==> config.mk <==
export PLATFORM = sky130hd
export DESIGN_NAME = cpu_player
export DESIGN_NICKNAME = d
export VERILOG_FILES = /design/src/rtl/cpu_player.sv
export SDC_FILE = /design/constraint.sdc
export NUM_CORES = 1
export LEC_CHECK = 0
export ABC_AREA = 1
export ABC_CLOCK_PERIOD_IN_PS = 1100
export CORE_MARGIN = 4
export CORE_UTILIZATION = 40
export CTS_BUF_LIST = sky130_fd_sc_hd__clkbuf_4 sky130_fd_sc_hd__clkbuf_8 sky130_fd_sc_hd__clkbuf_16
export DETAILED_ROUTE_END_ITERATION = 6
export HOLD_SLACK_MARGIN = 0.12
export PLACE_DENSITY = 0.75
export SLEW_MARGIN = 20
export SYNTH_ARGS = -nofsm -noshare
export SYNTH_HDL_FRONTEND = slang
export SYNTH_SLANG_ARGS = --single-unit
==> constraint.sdc <==
create_clock -name clk -period 1.1 [get_ports clk]
set_input_delay 0.165 -clock clk [delete_from_list [all_inputs] [get_ports clk]]
set_output_delay 0.165 -clock clk [all_outputs]
set_load 0.03 [all_outputs]
==> src/rtl/cpu_player.sv <==
// rtl/cpu_player.sv - computer opponent issuing debounced-looking one-cycle press pulses
// Compares the LFSR word against a difficulty threshold on each sampling tick.
module cpu_player #(
  parameter int WIDTH      = 10,
  parameter int HOLDOFF    = 4,
  parameter int SAMPLE_DIV = 1
) (
  input  logic             clk,
  input  logic             reset,
  input  logic             enable,
  input  logic [WIDTH-1:0] rand_in,
  input  logic [WIDTH-2:0] threshold,
  output logic             press,
  output logic             busy,
  output logic [7:0]       press_count
);

  localparam int DW = (SAMPLE_DIV > 1) ? $clog2(SAMPLE_DIV) : 1;
  localparam int HW = (HOLDOFF > 1) ? $clog2(HOLDOFF) : 1;
  localparam logic [DW-1:0] DIV_LAST  = DW'(SAMPLE_DIV - 1);
  localparam logic [HW-1:0] HOLD_LOAD = HW'(HOLDOFF - 1);

  localparam logic [1:0] S_IDLE  = 2'd0;
  localparam logic [1:0] S_PRESS = 2'd1;
  localparam logic [1:0] S_HOLD  = 2'd2;

  logic [1:0]    state;
  logic [DW-1:0] div_cnt;
  logic [HW-1:0] hold_cnt;
  logic          want;
  logic          tick;

  // Strict unsigned compare: equality and threshold == 0 never press.
  assign want = ({1'b0, threshold} > rand_in);
  assign tick = enable && (div_cnt == DIV_LAST);

  // Outputs decode registered state only, so no input reaches them combinationally.
  assign press = (state == S_PRESS);
  assign busy  = (state != S_IDLE);

  always_ff @(posedge clk) begin
    if (reset) begin
      state       <= S_IDLE;
      div_cnt     <= '0;
      hold_cnt    <= '0;
      press_count <= 8'd0;
    end else begin
      if (press && (press_count != 8'hFF))
        press_count <= press_count + 8'd1;

      if (!enable) begin
        state    <= S_IDLE;
        div_cnt  <= '0;
        hold_cnt <= '0;
      end else begin
        div_cnt <= (div_cnt == DIV_LAST) ? '0 : div_cnt + 1'b1;
        case (state)
          S_IDLE: begin
            if (tick && want)
              state <= S_PRESS;
          end
          S_PRESS: begin
            hold_cnt <= HOLD_LOAD;
            state    <= S_HOLD;
          end
          S_HOLD: begin
            if (hold_cnt == '0)
              state <= S_IDLE;
            else
              hold_cnt <= hold_cnt - 1'b1;
          end
          default: state <= S_IDLE;
        endcase
      end
    end
  end

endmodule

==> results.sh, run 1 <==
export IMPL_dp_hpwl_um=1890
export IMPL_die_height_um=56.0
export IMPL_core_area_sq_um=2210
export IMPL_synthArstFlopShare=0
export IMPL_clkLatencyLatePin_ns=0.28
export IMPL_clockBufferDepth=2
export IMPL_fmax_mhz=857
export IMPL_areaGrowthSynthToFinish_pct=77.2
export IMPL_yosysSeqAreaShare=0.283
export IMPL_violations="setup timing"
export IMPL_end_kind="primary output"
export IMPL_die_area_sq_um=3130
export IMPL_crit_required_ns=0.94
export IMPL_rows=17
export IMPL_post_route_min_period_ns=1.17
export IMPL_yosysWarnings=0
export IMPL_synth_cells=139
export IMPL_drt_iter0_drc=15
export IMPL_grt_max_degree=8
export IMPL_synth_distinct_cells=23
export IMPL_vias=1031
export IMPL_outcome="finished, violations left"
export IMPL_dp_slack_ns=-0.479
export IMPL_final_common_cell="nand2_1"
export IMPL_crit_slowest_cell="dfxtp_2"
export IMPL_finalMaxSlewViolations=0
export IMPL_synth_edff_count=0
export IMPL_maxCapViolations=0
export IMPL_drc=0
export IMPL_cts_sinks=13
export IMPL_die_w_um=56.0
export IMPL_numCtsBuffers=3
export IMPL_antenna_found_initial=0
export IMPL_stdcell_area_sq_um=1630
export IMPL_path_clk_slew_ns=0.08
export IMPL_cp_arrival_ns=1.00
export IMPL_drive_gt1_frac=0.463
export IMPL_power_leakage_uw=0.000769
export IMPL_critPathKind="flip-flop to primary output"
export IMPL_synth_nets=172
export IMPL_synth_area_leaders="dfxtp_1, ha_1, nand2_1"
export IMPL_wirelength_um=2690
export IMPL_synth_area_sq_um=921
export IMPL_ys_seq_elements=13
export IMPL_yosys_area_top_type_share=0.283
export IMPL_slowest_delay_ns=0.33
export IMPL_synth_flop_cell="dfxtp_1"
export IMPL_place_area_sq_um=1360
export IMPL_setup_viol=11
export IMPL_track_usage=0.164
export IMPL_cts_tree="yes"
export IMPL_hold_violations=0
export IMPL_viasPerCell=4.73
export IMPL_routedWlPerCell_um=12.4
export IMPL_boundaryPins=32
export IMPL_irDropWorstVdd_mv=0.857
export IMPL_firstDrtPassIters=4
export IMPL_rsz0062_at_grt="true"
export IMPL_grt_overflow=0
export IMPL_grt_pass1_vias=1022
export IMPL_fin_crit_sh=1.06
export IMPL_start_util=0.416
export IMPL_setup_ws_ns=-0.0672
export IMPL_grt_pass1_wl_um=4120
export IMPL_critical_path_max_fanout=2
export IMPL_synth_top_cell_by_area="dfxtp_1"
export IMPL_skew_ns=0.00789
export IMPL_io_buffers=31
export IMPL_mostFrequentLayoutCells="nand2_1, inv_1, buf_4"
export IMPL_worstHoldPathType="input pin to flip-flop"
export IMPL_place_gp_congestion=0.768
export IMPL_critPathLaunchType="flip-flop"
export IMPL_cts_root_buf="clkbuf_4"
export IMPL_avgSynthCellArea_sq_um=6.63
export IMPL_antenna_cells=0
export IMPL_nets=224
export IMPL_power_density_nw_per_um2=643
export IMPL_antenna_left=0
export IMPL_cts_max_level=1
export IMPL_cp_cell_sequence="or2_4, buf_6"
## routing by layer
| layer | GRT usage | vias up | part of all wire |
|---|---|---|---|
| met5 | 0 | - | 0 |
| met4 | 0.0644 | 0 | 0.030 |
| li1 | - | 527 | - |
| met1 | 0.167 | 468 | 0.38 |
| met3 | 0.0464 | 10 | 0.042 |
| met2 | 0.309 | 26 | 0.55 |
## timing repair
| action | in CTS | in global routing |
|---|---|---|
| gates resized for setup | 42 | 33 |
| hold buffers | 0 | 0 |
| setup endpoints to repair | 12 | 17 |
| buffers inserted | 4 | 0 |
| pin swaps | 23 | 11 |
## sequential cells by signal, indices dropped and copies added (netlist names)
register	cells
div_cnt	1
state	2
hold_cnt	2
press_count	8
## final cells by class
type	instances	area, sq um
clock buffer	4	30.0
fill	181	581
inverter	32	135
multi-input combinational	94	717
sequential	13	283
tap	28	35.0
timing repair buffer	47	432
## final timing paths
check	startpoint	end	slack, ns	cells past startpoint
max	state[1]$_SDFFE_PP0P_	busy	-0.07	2
min	rand_in[1]	state[0]$_SDFFE_PP0P_	0.49	8
max reg2reg	press_count[1]$_SDFFE_PP0P_	press_count[4]$_SDFFE_PP0P_	-0.06	7
min reg2reg	press_count[2]$_SDFFE_PP0P_	press_count[2]$_SDFFE_PP0P_	0.53	2
## through the flow
stage,hold slack (ns),power (uW),cells,setup TNS [ns],utilization
global route,0.539,1110,218,-1.27,0.738
floorplan,0.227,578,139,-0.178,-
CTS,0.505,1040,218,-0.423,0.681
detailed placement,0.479,696,210,-0.830,0.615
finish,0.494,1050,218,-0.487,0.738
global placement,0.459,688,210,-0.632,0.615
## report_power, final
group / internal (uW) / leakage (uW) / switching, uW / total [uW]
clock: 166 / 0.0000184 / 161 / 326
sequential: 470 / 0.000112 / 3.88 / 474
combinational: 130 / 0.000639 / 119 / 249
## cells by family (layout without fill, tap and decap cells)
kind of cell	count (synthesis)	count (layout)	share of synthesized area
AO/OA/AOI/OAI	12	12	0.0734
XOR/XNOR	3	3	0.0285
adder cells (fa/ha/maj)	11	11	0.149
buffers and inverters	32	83	0.130
flip-flops	13	13	0.283
other	1	1	0.00407
AND/OR/NAND/NOR	67	67	0.332
## synth_stat cells, types with 2 or more instances
cell / number
xor2_1: 2
nor2_1: 17
nand3_1: 6
a211oi_1: 2
nand2_1: 33
nor2_4: 2
inv_1: 27
inv_2: 4
nand4_1: 2
nand2_2: 2
ha_1: 11
dfxtp_1: 13
o21ai_1: 3
a21oi_1: 6
## worst max-delay path: cells and delay by family, from the launching register on
kind	cells	cell delay [ns]
flip-flops	1	0.33
buffers and inverters	1	0.14
AND/OR/NAND/NOR	1	0.25
(Power assumes the default switching activity.)
==> run 2: changes to the inputs <==
--- a/config.mk
+++ b/config.mk
@@ -6,11 +6,11 @@
 export NUM_CORES = 1
 export LEC_CHECK = 0
 export ABC_AREA = 1
-export ABC_CLOCK_PERIOD_IN_PS = 1100
 export CORE_MARGIN = 4
 export CORE_UTILIZATION = 40
 export CTS_BUF_LIST = sky130_fd_sc_hd__clkbuf_4 sky130_fd_sc_hd__clkbuf_8 sky130_fd_sc_hd__clkbuf_16
 export DETAILED_ROUTE_END_ITERATION = 6
+export GPL_TIMING_DRIVEN = 1
 export HOLD_SLACK_MARGIN = 0.12
 export PLACE_DENSITY = 0.75
 export SLEW_MARGIN = 20
==> results of run 2 <==
Final layout, timing and power as in run 1 (identical DEF).
